$ cat src/rtl/trdp_eth_pkg.sv
// Shared TRDP/Ethernet constants and scheduler types for the udp_tx front end.
package trdp_eth_pkg;

  typedef enum logic [3:0] {
    ST_IDLE  = 4'b0001,
    ST_START = 4'b0010,
    ST_BUSY  = 4'b0100,
    ST_GAP   = 4'b1000
  } sched_state_e;

  localparam int ETH_MIN_PAYLOAD = 18;
  localparam int UDP_MAX_PAYLOAD = 1472;
  localparam int IFG_DEFAULT     = 12;

  function automatic logic len_ok(input logic [15:0] n, input int max_bytes);
    return (n != 16'd0) && (int'(n) <= max_bytes);
  endfunction

  function automatic logic [1:0] ch_onehot(input logic ch);
    return ch ? 2'b10 : 2'b01;
  endfunction

endpackage

$ cat src/rtl/udp_tx_sched_if.sv
// Scheduler <-> udp_tx frame engine link: start strobe, frame header and byte stream.
interface udp_tx_sched_if;
  logic        tx_start_en;
  logic [15:0] tx_byte_num;
  logic [47:0] des_mac;
  logic [7:0]  tx_data;
  logic        tx_req;
  logic        tx_done;

  modport master (output tx_start_en, tx_byte_num, des_mac, tx_data,
                  input  tx_req, tx_done);
  modport slave  (input  tx_start_en, tx_byte_num, des_mac, tx_data,
                  output tx_req, tx_done);
endinterface

$ cat src/rtl/udp_tx_sched.sv
// Two-channel scheduler (ch0 = TRDP process data, ch1 = message data) in front of udp_tx:
// arbitration, length check, start pulse, byte routing, inter-frame gap and hung-engine timeout.
module udp_tx_sched
  import trdp_eth_pkg::*;
#(
  parameter bit RR_EN          = 1'b1,
  parameter int START_HOLD     = 4,
  parameter int IFG_CYCLES     = IFG_DEFAULT,
  parameter int MAX_BYTES      = UDP_MAX_PAYLOAD,
  parameter int TIMEOUT_CYCLES = 4096
) (
  input  logic        clk,
  input  logic        rst_n,
  input  logic        ch0_req,
  input  logic [15:0] ch0_byte_num,
  input  logic [47:0] ch0_des_mac,
  input  logic [7:0]  ch0_data,
  output logic        ch0_rd_en,
  output logic        ch0_done,
  output logic        ch0_err,
  input  logic        ch1_req,
  input  logic [15:0] ch1_byte_num,
  input  logic [47:0] ch1_des_mac,
  input  logic [7:0]  ch1_data,
  output logic        ch1_rd_en,
  output logic        ch1_done,
  output logic        ch1_err,
  udp_tx_sched_if.master eng,
  output logic [1:0]  grant,
  output logic        busy
);

  localparam int CNT_MAX = (START_HOLD > IFG_CYCLES) ? START_HOLD : IFG_CYCLES;
  localparam int CNT_W   = $clog2(CNT_MAX + 1);
  localparam int TO_W    = $clog2(TIMEOUT_CYCLES);
  localparam logic [TO_W-1:0] TO_MAX = TO_W'(TIMEOUT_CYCLES - 1);

  sched_state_e     state_q, state_d;
  logic [1:0]       grant_q, grant_d;
  logic [1:0]       done_q, done_d;
  logic [1:0]       err_q, err_d;
  logic [15:0]      byte_num_q, byte_num_d;
  logic [47:0]      mac_q, mac_d;
  logic [CNT_W-1:0] cnt_q, cnt_d;
  logic [TO_W-1:0]  to_q, to_d;
  logic             rr_prio_q, rr_prio_d;

  logic             win;
  logic [15:0]      win_bytes;
  logic [47:0]      win_mac;
  logic             start_en;
  logic [7:0]       data_mux;

  // On a tie the favoured channel wins; rr_prio_q points at the channel not served last.
  always_comb begin
    win       = (ch0_req && ch1_req) ? (RR_EN && rr_prio_q) : ~ch0_req;
    win_bytes = win ? ch1_byte_num : ch0_byte_num;
    win_mac   = win ? ch1_des_mac  : ch0_des_mac;
  end

  // NOTE: non-blocking assignments keep every register updating from the same pre-edge values.
  always_ff @(posedge clk or negedge rst_n) begin
    if (!rst_n) begin
      state_q    <= ST_IDLE;
      grant_q    <= '0;
      done_q     <= '0;
      err_q      <= '0;
      byte_num_q <= '0;
      mac_q      <= '0;
      cnt_q      <= '0;
      to_q       <= '0;
      rr_prio_q  <= 1'b0;
    end else begin
      state_q    <= state_d;
      grant_q    <= grant_d;
      done_q     <= done_d;
      err_q      <= err_d;
      byte_num_q <= byte_num_d;
      mac_q      <= mac_d;
      cnt_q      <= cnt_d;
      to_q       <= to_d;
      rr_prio_q  <= rr_prio_d;
    end
  end

  // NOTE: every value is defaulted before the case so no path leaves a latch behind.
  always_comb begin
    state_d    = state_q;
    grant_d    = grant_q;
    done_d     = '0;
    err_d      = '0;
    byte_num_d = byte_num_q;
    mac_d      = mac_q;
    cnt_d      = cnt_q;
    to_d       = (to_q == TO_MAX) ? to_q : to_q + 1'b1;
    rr_prio_d  = rr_prio_q;
    unique case (state_q)
      ST_IDLE: begin
        if (ch0_req || ch1_req) begin
          byte_num_d = win_bytes;
          mac_d      = win_mac;
          cnt_d      = '0;
          to_d       = '0;
          if (len_ok(win_bytes, MAX_BYTES)) begin
            grant_d = ch_onehot(win);
            state_d = ST_START;
          end else begin
            err_d   = ch_onehot(win);
            state_d = ST_GAP;
          end
        end
      end
      ST_START: begin
        if (cnt_q == CNT_W'(START_HOLD - 1)) begin
          cnt_d   = '0;
          state_d = ST_BUSY;
        end else begin
          cnt_d = cnt_q + 1'b1;
        end
      end
      ST_BUSY: begin
        // A completion landing on the expiry cycle still counts as success.
        if (eng.tx_done) begin
          done_d    = grant_q;
          rr_prio_d = ~grant_q[1];
          grant_d   = '0;
          cnt_d     = '0;
          state_d   = ST_GAP;
        end else if (to_q == TO_MAX) begin
          err_d   = grant_q;
          grant_d = '0;
          cnt_d   = '0;
          state_d = ST_GAP;
        end
      end
      ST_GAP: begin
        if (cnt_q == CNT_W'(IFG_CYCLES - 1)) begin
          state_d = ST_IDLE;
        end else begin
          cnt_d = cnt_q + 1'b1;
        end
      end
      default: begin
        state_d = ST_IDLE;
        grant_d = '0;
      end
    endcase
  end

  always_comb begin
    start_en  = (state_q == ST_START);
    busy      = (state_q != ST_IDLE);
    ch0_rd_en = eng.tx_req & grant_q[0];
    ch1_rd_en = eng.tx_req & grant_q[1];
    if (grant_q[0])      data_mux = ch0_data;
    else if (grant_q[1]) data_mux = ch1_data;
    else                 data_mux = 8'h00;
  end

  assign eng.tx_start_en = start_en;
  assign eng.tx_byte_num = byte_num_q;
  assign eng.des_mac     = mac_q;
  assign eng.tx_data     = data_mux;
  assign grant           = grant_q;
  assign ch0_done        = done_q[0];
  assign ch1_done        = done_q[1];
  assign ch0_err         = err_q[0];
  assign ch1_err         = err_q[1];

endmodule

$ cat src/flat_wrapper.sv
// flat-port wrapper written by rule: the top's interface ports become plain ports
module udp_tx_sched_flat import trdp_eth_pkg::*;
#(
  parameter bit RR_EN          = 1'b1,
  parameter int START_HOLD     = 4,
  parameter int IFG_CYCLES     = IFG_DEFAULT,
  parameter int MAX_BYTES      = UDP_MAX_PAYLOAD,
  parameter int TIMEOUT_CYCLES = 4096
)
  (clk, rst_n, ch0_req, ch0_byte_num, ch0_des_mac, ch0_data, ch0_rd_en, ch0_done, ch0_err, ch1_req, ch1_byte_num, ch1_des_mac, ch1_data, ch1_rd_en, ch1_done, ch1_err, grant, busy, eng_tx_start_en, eng_tx_byte_num, eng_des_mac, eng_tx_data, eng_tx_req, eng_tx_done);
  udp_tx_sched_if eng_i ();
  input  logic clk;
  input  logic rst_n;
  input  logic ch0_req;
  input  logic [15:0] ch0_byte_num;
  input  logic [47:0] ch0_des_mac;
  input  logic [7:0] ch0_data;
  output logic ch0_rd_en;
  output logic ch0_done;
  output logic ch0_err;
  input  logic ch1_req;
  input  logic [15:0] ch1_byte_num;
  input  logic [47:0] ch1_des_mac;
  input  logic [7:0] ch1_data;
  output logic ch1_rd_en;
  output logic ch1_done;
  output logic ch1_err;
  output logic [1:0] grant;
  output logic busy;
  output wire logic [$bits(eng_i.tx_start_en)-1:0] eng_tx_start_en;
  output wire logic [$bits(eng_i.tx_byte_num)-1:0] eng_tx_byte_num;
  output wire logic [$bits(eng_i.des_mac)-1:0] eng_des_mac;
  output wire logic [$bits(eng_i.tx_data)-1:0] eng_tx_data;
  input wire logic [$bits(eng_i.tx_req)-1:0] eng_tx_req;
  input wire logic [$bits(eng_i.tx_done)-1:0] eng_tx_done;
  assign eng_tx_start_en = eng_i.tx_start_en;
  assign eng_tx_byte_num = eng_i.tx_byte_num;
  assign eng_des_mac = eng_i.des_mac;
  assign eng_tx_data = eng_i.tx_data;
  assign eng_i.tx_req = eng_tx_req;
  assign eng_i.tx_done = eng_tx_done;
  udp_tx_sched #(.RR_EN(RR_EN), .START_HOLD(START_HOLD), .IFG_CYCLES(IFG_CYCLES), .MAX_BYTES(MAX_BYTES), .TIMEOUT_CYCLES(TIMEOUT_CYCLES)) u_core (.clk(clk), .rst_n(rst_n), .ch0_req(ch0_req), .ch0_byte_num(ch0_byte_num), .ch0_des_mac(ch0_des_mac), .ch0_data(ch0_data), .ch0_rd_en(ch0_rd_en), .ch0_done(ch0_done), .ch0_err(ch0_err), .ch1_req(ch1_req), .ch1_byte_num(ch1_byte_num), .ch1_des_mac(ch1_des_mac), .ch1_data(ch1_data), .ch1_rd_en(ch1_rd_en), .ch1_done(ch1_done), .ch1_err(ch1_err), .eng(eng_i), .grant(grant), .busy(busy));
endmodule
$ cat config.mk
export PLATFORM = sky130hd
export DESIGN_NAME = udp_tx_sched_flat
export DESIGN_NICKNAME = d
export VERILOG_FILES = /design/src/rtl/trdp_eth_pkg.sv /design/src/rtl/udp_tx_sched_if.sv /design/src/rtl/udp_tx_sched.sv /design/src/flat_wrapper.sv
export SDC_FILE = /design/constraint.sdc
export NUM_CORES = 1
export LEC_CHECK = 0
export CORE_MARGIN = 2
export CORE_UTILIZATION = 24
export CTS_CLUSTER_DIAMETER = 80
export DETAILED_ROUTE_END_ITERATION = 10
export PLACE_DENSITY = 0.54
export REMOVE_ABC_BUFFERS = 1
export SLEW_MARGIN = 20
export SYNTH_ARGS = -nofsm -noshare
export SYNTH_HDL_FRONTEND = slang
export SYNTH_SLANG_ARGS = --single-unit
$ cat constraint.sdc
create_clock -name clk -period 4.9 [get_ports clk]
set_input_delay 0.98 -clock clk [delete_from_list [all_inputs] [get_ports clk]]
set_output_delay 0.98 -clock clk [all_outputs]
set_load 0.005 [all_outputs]
### Yosys cells after proc, flatten, opt, wreduce, memory -nomap -nowiden

Index checks and enable logic that the tools add are counted.
W data, S select, Z words.

* add/subtract/negate cells: 2
* magnitude comparators: 1
* eq/ne operators: 14
* multiplexer cells: 34
* bitwise logic cells: 5
* reductions and logical operators: 11

Operator list (count)
* $mux W48: 1
* $mux W4: 11
* $mux W12: 3
* $pmux W4 S4: 2
* $mux W2: 11
* $le A16 B11 Y1 const B: 1
* $mux W16: 1
* $mux W8: 2
* $reduce_bool A16 Y1: 1
* $add A12 B1 Y12 const B: 1
* $eq A12 B12 Y1 const B: 1
* $reduce_and A4 Y1: 3
* $eq A4 B2 Y1 const B: 2
* $eq A4 B4 Y1 const B: 2
* $ne A2 B1 Y1 const B: 4
* $pmux W2 S3: 1
* $add A4 B1 Y4 const B: 1
* $eq A4 B1 Y1 const B: 1
* $eq A4 B3 Y1 const B: 1
* $ne A4 B1 Y1 const B: 1
* $pmux W2 S2: 1
* $reduce_and A2 Y1: 2
* $reduce_bool A4 Y1: 1
* $ne A3 B2 Y1 const B: 1
* other kinds (7): 11

* bits in registers: 91
* input bits: 150
* output and inout bits: 82
* logic and storage cells: 76

### Depth between registers and ports, before layout

Gate-level depths: netlist of the first run.

* depth in word-level cells: 8
* depth in mapped cells: 7
* gate-level depth less buffers: 6

### Worst setup path after synthesis of the first run

OpenSTA, ideal clock, no wires.

* path kind: input to register
* from: input port ch1_byte_num[0]
* to: register u_core.grant_q[1], in the netlist u_core.grant[1]
* library setup time: 145 ps
* arrival: 2727 ps
* required time: 4755 ps
* slack: 2028 ps
* cell stages on the path: 5
* path buffers: 0
* path through: or4_1 > or4_1 > a221o_1 > a2111oi_2 > o32ai_1

* word-level cells in the longest chain between the ends: 5
* elaborated cells on any way between the ends: 6
* those cells by class: order compare (1); eq/ne (1); mux (1); reduce/logical (3)

RTL lines
* start, declared: RTL line flat_wrapper.sv:22 `input logic [15:0] ch1_byte_num;`
* $mux W16 (*): RTL line udp_tx_sched.sv:57 `win_bytes = win ? ch1_byte_num : ch0_byte_num;`
* $le A16 B11 Y1 or $reduce_bool A16 Y1 (tied branches): RTL line trdp_eth_pkg.sv:16 `return (n != 16'd0) && (int'(n) <= max_bytes);`
* $logic_and A1 B1 Y1 (*): RTL line trdp_eth_pkg.sv:16
* $ne A2 B1 Y1 (no line) (*)
* $reduce_and A4 Y1 (no line) (*)
* end signal, assigned: RTL line udp_tx_sched.sv:75 `grant_q <= grant_d;`
* end, declared: RTL line udp_tx_sched.sv:39 `logic [1:0] grant_q, grant_d;`

Every way passes the cells marked *; elsewhere a longest branch is shown, timed or not.
A chain may end at the register's enable or synchronous reset.

### Final worst setup path of the first run

* from: register u_core.state_q[0]
* to: output port busy

* word-level cells in the longest chain between the ends: 1

RTL lines
* start, declared: RTL line udp_tx_sched.sv:38 `sched_state_e state_q, state_d;`
* start signal, assigned: RTL line udp_tx_sched.sv:74 `state_q <= state_d;`
* $ne A4 B1 Y1: RTL line udp_tx_sched.sv:152 `busy = (state_q != ST_IDLE);`
* end, declared: RTL line flat_wrapper.sv:29 `output logic busy;`

Every way passes these cells.

==> metrics.txt, run 1 <==
via/cell ratio=4.58; die area=19900 µm²; Mapped Area=4510 µm²; Yosys top cell area share=49.9%; most area-consuming cells after synthesis=dfrtp_1 50%, mux2i_1 15%, o21ai_0 8.0%, nand2_1 7.1%, clkbuf_1 1.6%; H-tree depth=3; FP Rows=50; initial core utilization=24.3%; crit-path max cell delay=590 ps; proportion of layout cells with a drive suffix above 1=4.22%; crit path max fanout=7; asr flop ratio synth=100%; Leak=0.00318 µW; Area Overhead vs Synth=63.7%; core footprint=18600 µm²; vias in the first global route=4410; Max-Cap Viols=0; number of clock sinks=91; Worst path slowest cell=dfstp_2; Avg WL per Cell=14.3 µm; Worst Skew=10.3 ps; PostCTS Resize Cnt=0; Hold Fails Final Rpt=0; Port-buffer cells=231; hold_buf cts=0; Slew headroom=42.7%; first-pass GRT wire length=21.9 mm; Worst Setup End Kind=output pin; via count=4221; Synth cell types=46; IR Drop Worst-Case VDD=172 µV; CTS clk-pin slew, worst paths=70 ps; DR pass1 iterations=4; Routed Wire Length=13.2 mm; final setup vio count=0; Final ANT Viol Nets=0; Clock Path Buffers=2; # diodes=0; worst path cell trace=or3b_1 > nor2_1 > inv_1 > clkdlybuf4s50_1; Final Util=39.7%; Hold Slack=476 ps; Yosys top cell by area=dfrtp_1; slew at the pin closest to its max-slew limit=857 ps; Yosys reg bits=91; critical setup path kind=reg2out; GRT overflow=0; DRC=0; Max Freq=301 MHz; Final HPWL DP=10.3 mm; reg2reg start=u_core.state_q[0]$_DFFE_PN1P_; later-pin clock latency in the skew report=340 ps; starting DRC count in detailed routing=140; ys flop type=dfrtp_1; outcome=complete, no violations; worst endpoint required time=3920 ps; GPL Wtd Cong=0.887; placed cell areas=7080 µm²; Layout Nets=835; TritonCTS clock tree=built; Fillers=1814; post-CTS setup buffer count=0; DIE WIDTH=141 µm; Final Cell Area=7380 µm²; post-route clock period utilization=67.8%; RSZ-0062 raised after global routing=no; most frequent cells in the layout=230 x clkdlybuf4s50_1, 90 x dfrtp_1, 85 x nand2_1; EDFF count, synth=0; Seq/Total Area, Yosys=50.5%; PD cells=445 nW/µm²; Pins Over Slew Limit=0; origin of the worst setup path=u_core.state_q[0]$_DFFE_PN1P_; TritonCTS Buffers=9; I/O pins=232; initial antenna violation count=0; Critical Path Start Type=register; GRT Util Overall=13.6%; Hold Crit Class=reg2reg; WP data arrival=2340 ps; Avg Inst Size Synth=9.79 µm²; synth warn=0; commonest non-fill, non-tap cell in the layout=clkdlybuf4s50_1; minimum clock period=3320 ps; critical hold path startpoint=u_core.eng.tx_byte_num[6]$_DFFE_PN0P_; Die H=141 µm; root buf cell=clkbuf_16; largest net degree at the start of global routing=80; Mapped Cells=461
-- power breakdown --
| group | switching (µW) | internal, µW |
|---|---|---|
| Clock | 287 | 423 |
| Sequential | 174 | 1050 |
| Combinational | 590 | 756 |
| Total | 1050 | 2230 |
-- logic make-up (layout without fill, tap and decap cells) --
logic type      after synthesis  after routing  share of synthesized area, %
mux                          67             67                          14.9
xor+xnor                      7              7                          1.36
fa+ha+maj                     2              2                         0.555
flops                        91             91                          50.5
simple gates                151            151                          15.7
compound gates              111            111                          14.3
buf+inv                      32            259                          2.77
-- routing by layer --
layer,global-route usage [%],vias up,share of wire (%)
li1,-,2089,-
met3,3.26,29,6.3
met2,23.5,154,49
met4,6.68,0,3.5
met1,15.9,1949,41
met5,0,-,0
-- path summary, 6_finish.rpt --
| kind | endpoint | slack, ps | depth (start not counted) |
|---|---|---|---|
| max | busy | 1580 | 4 |
| min | u_core.eng.tx_byte_num[6]$_DFFE_PN0P_ | 480 | 2 |
| max reg2reg | u_core.state_q[3]$_DFFE_PN0P_ | 2370 | 5 |
| min reg2reg | u_core.eng.tx_byte_num[6]$_DFFE_PN0P_ | 480 | 2 |
| max in group asynchronous | u_core.state_q[0]$_DFFE_PN1P_ | 3210 | 2 |
| min in group asynchronous | u_core.eng.des_mac[45]$_DFFE_PN0P_ | 690 | 1 |
-- per-stage QoR --
stage               setup TNS, ps  instances  worst slack [ps]  total power, µW
finish                          0        922              1580             3280
detailed placement              0        906              1420             2610
global placement                0        906              1460             2580
floorplan                 -299450        435             -5310             1770
global route                    0        922              1440             3540
CTS                             0        922              1550             3340
-- sequential cells by signal, indices dropped and copies added, names as in the netlist --
name,flops
u_core.grant,2
u_core.done_q,2
u_core.to_q,12
u_core.eng.tx_byte_num,16
u_core.rr_prio_q,1
u_core.cnt_q,4
u_core.eng.des_mac,48
u_core.err_q,2
u_core.state_q,4
-- cells in the mapped netlist, types with 3 or more instances --
library cell	count
and2_1	3
nor4_1	3
nor2_1	18
a22o_1	8
buf_1	3
clkbuf_1	19
o21ai_0	72
or4_1	6
buf_2	4
and3_1	3
dfrtp_1	90
xor2_1	5
inv_1	6
mux2i_1	67
nand3_1	8
a31oi_1	3
a21oi_1	11
nand2_1	85
nand2b_1	5
nand4_1	5
o22ai_1	3
-- area by class of cell --
type	instances	area (µm²)	share of cell area, %
clock buffer	12	256	3.47
clock inverter	4	48.8	0.661
tap	234	293	3.96
sequential	91	2280	30.9
inverter	6	22.5	0.305
timing repair buffer	237	2350	31.9
multi-input combinational	338	2130	28.9
-- critical path, delay by kind of cell (launching register included) --
kind / cells / cell delay [ps]
AND/OR/NAND/NOR: 2 / 720
buffers and inverters: 2 / 690
flip-flops: 1 / 590
Note: power is estimated with default switching activity, not from simulation.
==> run 2, diff against run 1 <==
--- a/config.mk
+++ b/config.mk
@@ -9,7 +9,7 @@
 export CORE_UTILIZATION = 24
 export CTS_CLUSTER_DIAMETER = 80
 export DETAILED_ROUTE_END_ITERATION = 10
-export PLACE_DENSITY = 0.54
+export PLACE_DENSITY = 0.56
 export REMOVE_ABC_BUFFERS = 1
 export SLEW_MARGIN = 20
 export SYNTH_ARGS = -nofsm -noshare
==> constraint.sdc (replaced) <==
create_clock -name clk -period 2.95 [get_ports clk]
set_input_delay 0.59 -clock clk [delete_from_list [all_inputs] [get_ports clk]]
set_output_delay 0.59 -clock clk [all_outputs]
set_load 0.005 [all_outputs]
==> metrics.txt, run 2 (synthesis results as in run 1) <==
Hold Crit Class=in2async (was reg2reg); via/cell ratio=4.53 (was 4.58); Worst Skew=10.7 ps (was 10.3 ps); DR WL met2=6.81 mm (was 6.49 mm); RSZ-0062 raised after global routing=no (unchanged); Die H=141 µm (unchanged); multi-input logic area=2130 µm² (unchanged); Port-buffer cells=231 (unchanged); Routed Wire Length=14.0 mm (was 13.2 mm); post-route clock period utilization=93.7%; Final Util=40.5% (was 39.7%); Hold Slack=312 ps (was 476 ps); Avg WL per Cell=15.0 µm (was 14.3 µm); core footprint=18600 µm² (unchanged); vias in the first global route=4460 (was 4410); hold_buf cts=0 (unchanged); Hold Fails Final Rpt=0 (unchanged); via count=4216 (was 4221); TritonCTS clock tree=built (unchanged); routed wl met3=1.21 mm (was 837 µm); IR Drop Worst-Case VDD=321 µV (was 172 µV); Critical Path Start Type=register (unchanged); post-CTS setup buffer count=0 (unchanged); worst endpoint required time=2360 ps (was 3920 ps); M1 WL=5.60 mm (was 5.40 mm); Clock Path Buffers=2 (unchanged); # diodes=0 (unchanged); I/O pins=232 (unchanged); Max-Cap Viols=0 (unchanged); Pins Over Slew Limit=0 (unchanged); GRT overflow=0 (unchanged); GRT Util Overall=14.3% (was 13.6%); Final HPWL DP=10.9 mm (was 10.3 mm); DIE WIDTH=141 µm (unchanged); H-tree depth=3 (unchanged); commonest non-fill, non-tap cell in the layout=clkdlybuf4s50_1 (unchanged); top sig layer=met4 (unchanged); worst reg2reg path depth=5 (unchanged); number of clock sinks=91 (unchanged); FP Rows=50 (unchanged); DRC=0 (unchanged); register area=2280 µm² (unchanged); PD cells=752 nW/µm² (was 445 nW/µm²); crit path max fanout=7 (unchanged); outcome=complete, no violations (unchanged); Worst Setup End Kind=output pin (unchanged); most frequent cells in the layout=230 x clkdlybuf4s50_1, 90 x dfrtp_1, 85 x nand2_1 (unchanged); Layout Nets=844 (was 835); Slew headroom=50.8% (was 42.7%); minimum clock period=2770 ps; initial antenna violation count=0 (unchanged); root buf cell=clkbuf_16 (unchanged); Fillers=1796 (was 1814); first-pass GRT wire length=22.7 mm (was 21.9 mm); later-pin clock latency in the skew report=350 ps (was 340 ps); die area=19900 µm² (unchanged); Max Freq=362 MHz; TritonCTS Buffers=9 (unchanged); Final ANT Viol Nets=0 (unchanged); Pwr Total=5660 µW (was 3280 µW); largest net degree at the start of global routing=55 (was 80); critical setup path kind=reg2out (unchanged); CTS clk-pin slew, worst paths=70 ps (about the same); DR pass1 iterations=4 (unchanged); PostCTS Resize Cnt=0 (unchanged); initial core utilization=24.3% (unchanged); GPL Wtd Cong=0.816 (was 0.887); proportion of layout cells with a drive suffix above 1=5.60% (was 4.22%); starting DRC count in detailed routing=177 (was 140); max reg flops=48 (unchanged); WP data arrival=2180 ps (was 2340 ps); Leak=0.00325 µW (was 0.00318 µW); Area Overhead vs Synth=66.7% (was 63.7%); final setup vio count=0 (unchanged); slew at the pin closest to its max-slew limit=738 ps (was 857 ps)
[run 2: cell types whose count changed in the layout (fill, tap and decap cells not counted), sizes merged]
cell,before,now
buf,7,16
clkbuf,12,9
clkinv,3,1
clkinvlp,0,2
inv,6,8
bufinv,1,2
[run 2: path summary, 6_finish.rpt]
| kind | from | end | slack [ps] |
|---|---|---|---|
| worst max register to register | u_core.to_q[3]$_DFF_PN0_ | u_core.grant[1]$_DFFE_PN0P_ | 630 |
| worst min register to register | u_core.eng.des_mac[27]$_DFFE_PN0P_ | u_core.eng.des_mac[27]$_DFFE_PN0P_ | 480 |
| max in group asynchronous | rst_n | u_core.state_q[1]$_DFFE_PN0P_ | 1960 |
| worst min-delay path | rst_n | u_core.done_q[0]$_DFF_PN0_ | 310 |
| worst max-delay path | u_core.state_q[3]$_DFFE_PN0P_ | eng_tx_start_en | 180 |
| min in group clk | u_core.eng.des_mac[27]$_DFFE_PN0P_ | u_core.eng.des_mac[27]$_DFFE_PN0P_ | 480 |
[run 2: critical path, stage by stage, from the launching register on]
cell	delay, ps
dfrtp_1	440
or4b_2	720
inv_1	160
clkdlybuf4s50_1	530
[run 2: layout make-up]
type                            instances  area share (%)
Multi-Input combinational cell        338            28.3
Timing Repair Buffer                  246            32.9
Sequential cell                        91            30.3
Tap cell                              234            3.89
Clock buffer                            9            2.99
Inverter                                6           0.299
Clock inverter                          7            1.33
[run 2: through the flow]
stage / TNS [ps] / area [µm²] / worst slack [ps] / std cells
after global routing: 0 / 7520 / 92.5 / 931
final: 0 / 7520 / 185 / 931
after floorplan: -410210 / 4410 / -6870 / 435
after CTS: 0 / 7520 / 181 / 931
after detailed placement: -241 / 7200 / -126 / 915
after global placement: -66.4 / 7200 / -39.1 / 915
[run 2: power breakdown]
part           switching, µW  internal (µW)  total, µW
sequential               295           1750       2040
combinational           1010           1340       2350
clock                    519            750       1270
[run 2: routing by layer]
layer | GRT usage, % | up-vias
met4 | 5.68 | 0
met1 | 16.2 | 1910
met3 | 5.16 | 24
li1 | - | 2103
met2 | 24.5 | 179
met5 | 0 | -
==> run 3, diff against run 2 <==
--- a/config.mk
+++ b/config.mk
@@ -7,7 +7,7 @@
 export LEC_CHECK = 0
 export CORE_MARGIN = 2
 export CORE_UTILIZATION = 24
-export CTS_CLUSTER_DIAMETER = 80
+export CTS_CLUSTER_DIAMETER = 40
 export DETAILED_ROUTE_END_ITERATION = 10
 export PLACE_DENSITY = 0.56
 export REMOVE_ABC_BUFFERS = 1
==> results of run 3 <==
Same layout as run 2: the final DEF is identical, and so are final timing and power.
